[src/rtl/pcileech_pkg.sv]
// Shared definitions for the FT601 receive-side word decoder: header field
// layout, channel type codes and the decoder state encoding.
package pcileech_pkg;

  localparam logic [7:0] MAGIC    = 8'h77;
  localparam logic [1:0] TYPE_CFG = 2'b00;
  localparam logic [1:0] TYPE_TLP = 2'b11;

  // Header DW layout: [7:0] magic, [9:8] type, [10] last, rest passed through.
  localparam int HDR_MAGIC_LSB = 0;
  localparam int HDR_MAGIC_W   = 8;
  localparam int HDR_TYPE_LSB  = 8;
  localparam int HDR_TYPE_W    = 2;
  localparam int HDR_LAST_BIT  = 10;

  typedef enum logic [1:0] {
    S_HDR  = 2'd0,
    S_DATA = 2'd1,
    S_SKIP = 2'd2
  } rx_state_t;

  function automatic logic [7:0] hdr_magic(input logic [31:0] w);
    return w[HDR_MAGIC_LSB +: HDR_MAGIC_W];
  endfunction

  function automatic logic [1:0] hdr_type(input logic [31:0] w);
    return w[HDR_TYPE_LSB +: HDR_TYPE_W];
  endfunction

  function automatic logic hdr_last(input logic [31:0] w);
    return w[HDR_LAST_BIT];
  endfunction

endpackage

[src/rtl/pcileech_out_slot.sv]
// Single-entry 64-bit output register for one PCIe controller channel,
// with a synchronous flush that drops the buffered word.
module pcileech_out_slot (
  input  logic        clk,
  input  logic        rst,
  input  logic        flush,
  input  logic        push,
  input  logic [63:0] push_data,
  output logic        valid,
  output logic [63:0] data,
  input  logic        ready,
  output logic        free
);

  logic        valid_q;
  logic [63:0] data_q;

  // valid/ready: a word transfers on a cycle where valid && ready; data is
  // held stable while valid && !ready. push is only issued while free, so a
  // push in the same cycle as a pop replaces the departing word losslessly.
  assign free  = !valid_q || ready;
  assign valid = valid_q;
  assign data  = data_q;

  always_ff @(posedge clk or posedge rst) begin
    if (rst) begin
      valid_q <= 1'b0;
      data_q  <= '0;
    end else if (flush) begin
      valid_q <= 1'b0;
    end else if (push) begin
      valid_q <= 1'b1;
      data_q  <= push_data;
    end else if (ready) begin
      valid_q <= 1'b0;
    end
  end

endmodule

[src/rtl/pcileech_fifo_rx_demux.sv]
// Pairs FT601 receive words into {data, header} 64-bit words and routes them
// to the TLP or cfg channel. Diagnostic counters exist only with PCILEECH_RX_DIAG_EN.
module pcileech_fifo_rx_demux
  import pcileech_pkg::*;
#(
  parameter int CNT_W = 16
) (
  input  logic             user_clk,
  input  logic             user_reset,
  input  logic             flush,
  input  logic [31:0]      in_data,
  input  logic             in_valid,
  output logic             in_ready,
  output logic [63:0]      tlp_data,
  output logic             tlp_valid,
  input  logic             tlp_ready,
  output logic [63:0]      cfg_data,
  output logic             cfg_valid,
  input  logic             cfg_ready,
  output logic [CNT_W-1:0] bad_magic_cnt,
  output logic [CNT_W-1:0] bad_type_cnt,
  output logic [1:0]       dbg_state
);

  rx_state_t   state, state_nxt;
  logic [31:0] hdr_q;
  logic        sel_tlp_q;

  logic        accept;
  logic        good_magic;
  logic        known_type;
  logic        tlp_free, cfg_free, sel_free;
  logic        tlp_push, cfg_push;
  logic [63:0] push_data;

  assign good_magic = (hdr_magic(in_data) == MAGIC);
  assign known_type = (hdr_type(in_data) == TYPE_CFG) || (hdr_type(in_data) == TYPE_TLP);
  assign sel_free   = sel_tlp_q ? tlp_free : cfg_free;

  // Only the pending data DW waits on its channel; headers and skipped words always flow.
  assign in_ready   = !flush && ((state != S_DATA) || sel_free);
  assign accept     = in_valid && in_ready;
  assign push_data  = {in_data, hdr_q};
  assign dbg_state  = state;

  always_ff @(posedge user_clk or posedge user_reset) begin
    if (user_reset) begin
      state <= S_HDR;
    end else if (flush) begin
      state <= S_HDR;
    end else begin
      state <= state_nxt;
    end
  end

  always_comb begin
    state_nxt = state;
    if (accept) begin
      case (state)
        S_HDR: begin
          if (!good_magic)     state_nxt = S_HDR;
          else if (known_type) state_nxt = S_DATA;
          else                 state_nxt = S_SKIP;
        end
        S_DATA:  state_nxt = S_HDR;
        S_SKIP:  state_nxt = S_HDR;
        default: state_nxt = S_HDR;
      endcase
    end
  end

  always_comb begin
    tlp_push = 1'b0;
    cfg_push = 1'b0;
    if (accept && (state == S_DATA)) begin
      tlp_push = sel_tlp_q;
      cfg_push = !sel_tlp_q;
    end
  end

  // A flushed header is simply abandoned; the state returning to S_HDR makes it dead.
  always_ff @(posedge user_clk or posedge user_reset) begin
    if (user_reset) begin
      hdr_q     <= '0;
      sel_tlp_q <= 1'b0;
    end else if (accept && (state == S_HDR) && good_magic && known_type) begin
      hdr_q     <= in_data;
      sel_tlp_q <= (hdr_type(in_data) == TYPE_TLP);
    end
  end

  pcileech_out_slot u_tlp_slot (
    .clk       (user_clk),
    .rst       (user_reset),
    .flush     (flush),
    .push      (tlp_push),
    .push_data (push_data),
    .valid     (tlp_valid),
    .data      (tlp_data),
    .ready     (tlp_ready),
    .free      (tlp_free)
  );

  pcileech_out_slot u_cfg_slot (
    .clk       (user_clk),
    .rst       (user_reset),
    .flush     (flush),
    .push      (cfg_push),
    .push_data (push_data),
    .valid     (cfg_valid),
    .data      (cfg_data),
    .ready     (cfg_ready),
    .free      (cfg_free)
  );

`ifdef PCILEECH_RX_DIAG_EN
  logic [CNT_W-1:0] bad_magic_q, bad_type_q;
  logic             hdr_seen;

  assign hdr_seen = accept && (state == S_HDR);

  // Saturating counters: they stick at all-ones and only reset clears them.
  always_ff @(posedge user_clk or posedge user_reset) begin
    if (user_reset) begin
      bad_magic_q <= '0;
      bad_type_q  <= '0;
    end else begin
      if (hdr_seen && !good_magic && !(&bad_magic_q))
        bad_magic_q <= bad_magic_q + CNT_W'(1);
      if (hdr_seen && good_magic && !known_type && !(&bad_type_q))
        bad_type_q <= bad_type_q + CNT_W'(1);
    end
  end

  assign bad_magic_cnt = bad_magic_q;
  assign bad_type_cnt  = bad_type_q;
`else
  assign bad_magic_cnt = '0;
  assign bad_type_cnt  = '0;
`endif

endmodule

[config.mk]
export PLATFORM = sky130hd
export DESIGN_NAME = pcileech_fifo_rx_demux
export DESIGN_NICKNAME = d
export VERILOG_FILES = /design/src/rtl/pcileech_pkg.sv /design/src/rtl/pcileech_out_slot.sv /design/src/rtl/pcileech_fifo_rx_demux.sv
export SDC_FILE = /design/constraint.sdc
export NUM_CORES = 1
export LEC_CHECK = 0
export ABC_AREA = 1
export CORE_UTILIZATION = 25
export DETAILED_ROUTE_END_ITERATION = 10
export PLACE_DENSITY_LB_ADDON = 0.25
export SYNTH_ARGS = -nofsm -noshare
export SYNTH_HDL_FRONTEND = slang
export SYNTH_HIERARCHICAL = 1
export SYNTH_SLANG_ARGS = --single-unit
[constraint.sdc]
create_clock -name user_clk -period 1.75 [get_ports user_clk]
set_input_delay 0.175 -clock user_clk [delete_from_list [all_inputs] [get_ports user_clk]]
set_output_delay 0.175 -clock user_clk [all_outputs]
set_load 0.03 [all_outputs]
# Word level (Yosys, flattened, before mapping)
# Index checks and enable logic that the tools add are counted.
dict set report word_totals {
  reg_bits 165
  output_inout_bits 165
  word_cells 47
}
dict set report classes {
  n_eq_ne 4
  mux 14
  bitwise_logic 1
  reduce_logical 21
}
# operator n
set op_table {}
lappend op_table {{2-bit two-way mux} 5}
lappend op_table {{1-bit two-way mux} 9}
lappend op_table {{8-bit by 7-bit equality test with 1-bit output (second input constant)} 1}
lappend op_table {{1-bit logical AND} 6}
lappend op_table {{3-bit nonzero test} 2}
lappend op_table {{1-bit logical NOT} 4}
lappend op_table {{2-bit logical NOT} 2}
lappend op_table {{1-bit logical OR} 4}
lappend op_table {{2-bit AND reduction} 2}
lappend op_table {{2-bit by 1-bit equality test with 1-bit output (second input constant)} 1}
lappend op_table {{2-bit equality test (second input constant)} 1}
lappend op_table {{2-bit by 1-bit != test with 1-bit output (second input constant)} 1}
lappend op_table {{2-bit nonzero test} 1}
lappend op_table {{1-bit NOT} 1}

# Depth between registers and ports, before layout
# Gate-level depths: netlist (run 1).
dict set report logic_depth {
  ltp_word 10
  ltp_mapped 13
  ltp_nobuf 11
}

# Modules after synthesis
# Netlist (run 1), hierarchy kept.
# mod instances cells_per_inst area_per_inst_um2 seq_area_each_um2
set modules_own_cells {}
lappend modules_own_cells {pcileech_out_slot 2 285 2620.0 1626.6}
lappend modules_own_cells {pcileech_fifo_rx_demux 1 213 1823.0 875.8}

# Worst setup path before layout (run 1)
# No wires, ideal clock.
dict set report synth_path {
  path_kind {register to register}
  startpoint {reg state[0], in the netlist dbg_state[0]}
  endpoint {reg u_cfg_slot.data_q[10], in the netlist u_cfg_slot/data[10]}
  setup_time_ps 118
  arrival_ps 1600
  required_time_ps 1632
  slack_ps 32
  stages_incl_launch_ff 12
  path_buffers 2
  synth_period_minus_slack_ps 1718
  path_cell_list {dfrtp_1 > inv_1 > nor2_1 > nand3_1 > nand3_1 > inv_1 > nand2_1 > nor2_1 > buf_4 > buf_2 > nand3_1 > nand2_1}
}
dict set report synth_via {
  elab_chain_len 7
  elab_cells_between_ends 8
  cone_classes {eq/ne: 2; mux: 1; reduce/logical: 5}
}
# item line_no
set synth_rtl {}
lappend synth_rtl {{from (decl)} pcileech_fifo_rx_demux.sv:25} ;# rx_state_t state, state_nxt;
lappend synth_rtl {{from (signal assigned)} pcileech_fifo_rx_demux.sv:52} ;# state <= state_nxt;
lappend synth_rtl {{2-bit by 1-bit != test with 1-bit output} pcileech_fifo_rx_demux.sv:41} ;# assign in_ready = !flush && ((state != S_DATA) || sel_free);
lappend synth_rtl {{1-bit logical OR} pcileech_fifo_rx_demux.sv:41}
lappend synth_rtl {{1-bit logical AND} pcileech_fifo_rx_demux.sv:41}
lappend synth_rtl {{1-bit logical AND} pcileech_fifo_rx_demux.sv:42} ;# assign accept = in_valid && in_ready;
lappend synth_rtl {{1-bit logical AND (*)} pcileech_fifo_rx_demux.sv:75} ;# if (accept && (state == S_DATA)) begin
lappend synth_rtl {{1-bit two-way mux (*)} pcileech_fifo_rx_demux.sv:75}
lappend synth_rtl {{via cfg_push} pcileech_fifo_rx_demux.sv:33} ;# logic tlp_push, cfg_push;
lappend synth_rtl {{2-bit AND reduction (no line) (*)} n/a}
lappend synth_rtl {{to (signal assigned)} pcileech_out_slot.sv:33} ;# data_q <= push_data;
lappend synth_rtl {{to (decl)} pcileech_out_slot.sv:16} ;# logic [63:0] data_q;
# The timed path passes the listed nets; every way through them passes the cells marked *.
# A chain may end at the register's enable or synchronous reset.

# Worst setup path in the final report (run 1)
dict set report layout_path {
  startpoint {reg u_tlp_slot.data_q[14], in the netlist u_tlp_slot/data[14]}
  endpoint {out tlp_data[14]}
}
# item line_no
set layout_lines {}
lappend layout_lines {{from (decl)} pcileech_out_slot.sv:16}
lappend layout_lines {{from (signal assigned)} pcileech_out_slot.sv:33}
lappend layout_lines {{to (decl)} pcileech_fifo_rx_demux.sv:14} ;# output logic [63:0] tlp_data,
# No word-level cell between the ends.

==> out/results.txt, run 1 <==
Post-DRT Antenna Nets: 0
Setup Skew: 11.0 ps
Largest stage delay, worst path: 690 ps
Setup violations, final: 0
DRT Wirelength: 22,300 µm
Worst-path clk slew: 60 ps
Clock Sinks: 165
PortBufs: 170
Routed via count: 5,707
Final GP Congestion: 0.763
Overall Power: 8.11 mW
Worst Path Buf+Inv: 1
Post-DP HPWL: 15,700 µm
Worst Setup End Kind: output port
FF-to-FF path depth: 11
FFs w/ async S/R, synth: 1.00
CTS tree: yes
Cells after Synth: 783
Worst reg2reg setup slack: 100 ps
Hold crit path type: in -> async
Post-synthesis sequential area ratio: 0.585
Chip Height: 170 µm
DR pass1 iterations: 6
P&R area growth vs syn: 41.7%
First-pass GRT wire length: 34,800 µm
Number of synthesis warnings: 6
Synth top area cells: dfrtp_1 (58%), nand2_1 (18%), nand3_1 (11%)
Fin nets: 1,015
Area leader, netlist: dfrtp_1
Layout cells sized above 1: 0.113
Final period utilization: 0.959
CTS buffer count: 17
Slowest stage cell on the critical path: clkdlybuf4s50_1
Initial antenna violation count: 1
Syn Std Cell Area: 0.00706 mm²
Crit path DAT: 1500 ps
Worst hold slack: 266 ps
Number of global-route vias before repair: 5,815
Final worst setup slack: 71.2 ps
Highest clock rate: 596 MHz
Post-synth EDFFs: 0
Avg WL per Cell: 16.3 µm
Synth Flop Type: dfrtp_1
RSZ-0062 raised after global routing: yes
Count leader, synth: nand2_1
Synth cell types: 18
Share of Yosys cell area claimed by the top area cell type: 0.585
Via/cell ratio: 4.17
Iteration-0 DRC count of the detailed router: 346
PwrDens: 811 mW/mm²
Crit Path Max Fanout: 2
Pin count of the biggest net entering global routing: 43
Root Buffer: clkbuf_16
Die X: 170 µm
Clock Latency Late Sink: 420 ps
Fin util: 0.360
Synth Register Bits: 165
Fillcell total: 2,879
Tmin final: 1680 ps
Top-level I/O count: 203
Final Hold Viols: 0
Post-place setup slack: -225 ps
Die ar.: 0.0289 mm²
# DRC: 0
Worst vdd ir: 0.490 mV
Initial core utilization: 0.254
Critical R2R Launch: sel_tlp_q$_DFFE_PP0P_
Leak: 5.21 nW
Max Slew Vio Count: 0
Crit Path Category: reg -> out
Max-Cap Viols: 0
Final non-filler cell total: 1,368
Crit path launch type: register
GRT Resource Usage Total: 0.159
Hold_buf cts: 0
Status: finished clean
Avg Cell Area, Syn: 9.02 µm²
WP data required: 1570 ps
Crit path max-delay family: buffers and inverters
Core Region: 0.0278 mm²
Placed Cells: 1,332
Worst path cell trace: clkdlybuf4s50_1
Cell Rows: 61
Clock Path Buffers: 2
Commonest cells post-synth: nand2_1 (333), dfrtp_1 (165), nand3_1 (159)
CTS H-tree lvls: 4
Worst R2R End: u_tlp_slot/data[56]$_DFFE_PP0P_
Gr ovfl total: 0
-- state kept, by name, indices dropped and copies added, names as in the netlist --
signal            count
u_tlp_slot/data      64
sel_tlp_q             1
u_tlp_slot/valid      1
dbg_state             2
u_cfg_slot/valid      1
u_cfg_slot/data      64
hdr_q                32
-- layout by cell type (no fill, tap or decap), types with 3 or more instances in the layout --
cell,count
nand3_1,157
clkinv_2,4
nor2_1,5
nand2_2,4
clkinvlp_4,5
buf_6,4
nand3_2,3
dfrtp_1,165
nor2_2,3
conb_1,32
buf_4,33
clkbuf_16,19
nand2_1,328
inv_2,8
clkdlybuf4s50_1,165
buf_12,17
inv_1,15
-- metrics by stage --
stage / setup TNS, ps / area (µm²)
after CTS: 0 / 9890
after global placement: -18670 / 9310
after detailed placement: -21380 / 9310
final: 0 / 10000
after global routing: -14.7 / 10000
after floorplan: 0 / 7190
-- metal layers --
layer / vias to the layer above / wire, µm / track usage
li1: 2805 / - / -
met1: 2733 / 10900 / 0.217
met2: 153 / 10400 / 0.256
met3: 16 / 889 / 0.0328
met4: 0 / 210 / 0.0427
met5: - / 0 / 0
-- cells by family (layout without fill, tap and decap cells) --
group / after synthesis / after routing / share of synthesized area
other: 1 / 33 / 0.000531
adder cells (fa/ha/maj): 1 / 1 / 0.00177
AO/OA/AOI/OAI: 2 / 2 / 0.00213
buffers and inverters: 107 / 282 / 0.106
flip-flops: 165 / 165 / 0.585
AND/OR/NAND/NOR: 507 / 507 / 0.305
-- worst register-to-register path: stages (launching register included) --
cell,delay [ps]
dfrtp_1,430
inv_2,90
nand2_2,50
nand3_2,90
nand3_2,80
inv_2,80
nand2_4,60
nor2_4,220
buf_12,180
clkbuf_16,160
nand3_1,70
nand2_1,80
-- power breakdown --
group	switching (mW)	internal, mW	leakage, nW
clock	1.61	2.14	0.276
combinational	0.362	0.163	2.66
sequential	0.0114	3.83	2.27
-- worst max-delay path by stage --
stage,start,end,depth (start not counted)
2_1_floorplan,dbg_state[0]$_DFFE_PP0P_,u_cfg_slot/data[10]$_DFFE_PP0P_,11
3_3_place_gp,tlp_ready,u_tlp_slot/data[17]$_DFFE_PP0P_,12
3_5_place_dp,tlp_ready,u_tlp_slot/data[17]$_DFFE_PP0P_,12
4_1_cts,u_cfg_slot/valid$_DFFE_PP0P_,cfg_valid,2
5_1_grt,u_tlp_slot/data[14]$_DFFE_PP0P_,tlp_data[14],1
6_report,u_tlp_slot/data[14]$_DFFE_PP0P_,tlp_data[14],1
-- what timing repair did --
| item | 4_1_cts | 5_1_grt |
|---|---|---|
| endpoints found under the setup margin | 2 | 132 |
| pin swaps | 0 | 4 |
| gates resized for setup | 2 | 18 |
| setup buffers | 0 | 1 |
| gates cloned | 0 | 3 |
-- cell type report --
type	count	area, µm²	area share
Timing Repair Buffer	225	2380	0.238
Tap cell	378	473	0.0473
Inverter	25	101	0.0101
Multi-Input combinational cell	542	2350	0.235
Sequential cell	165	4130	0.413
Clock inverter	12	129	0.0129
Antenna cell	1	2.50	0.000250
Clock buffer	20	447	0.0446
No activity file was read; power rests on OpenSTA's default activity.
==> run 2, diff against run 1 <==
--- a/config.mk
+++ b/config.mk
@@ -6,6 +6,7 @@
 export NUM_CORES = 1
 export LEC_CHECK = 0
 export ABC_AREA = 1
+export ABC_CLOCK_PERIOD_IN_PS = 1750
 export CORE_UTILIZATION = 25
 export DETAILED_ROUTE_END_ITERATION = 10
 export PLACE_DENSITY_LB_ADDON = 0.25
==> results of run 2 <==
Same layout as run 1: the final DEF is identical, and so are final timing and power.
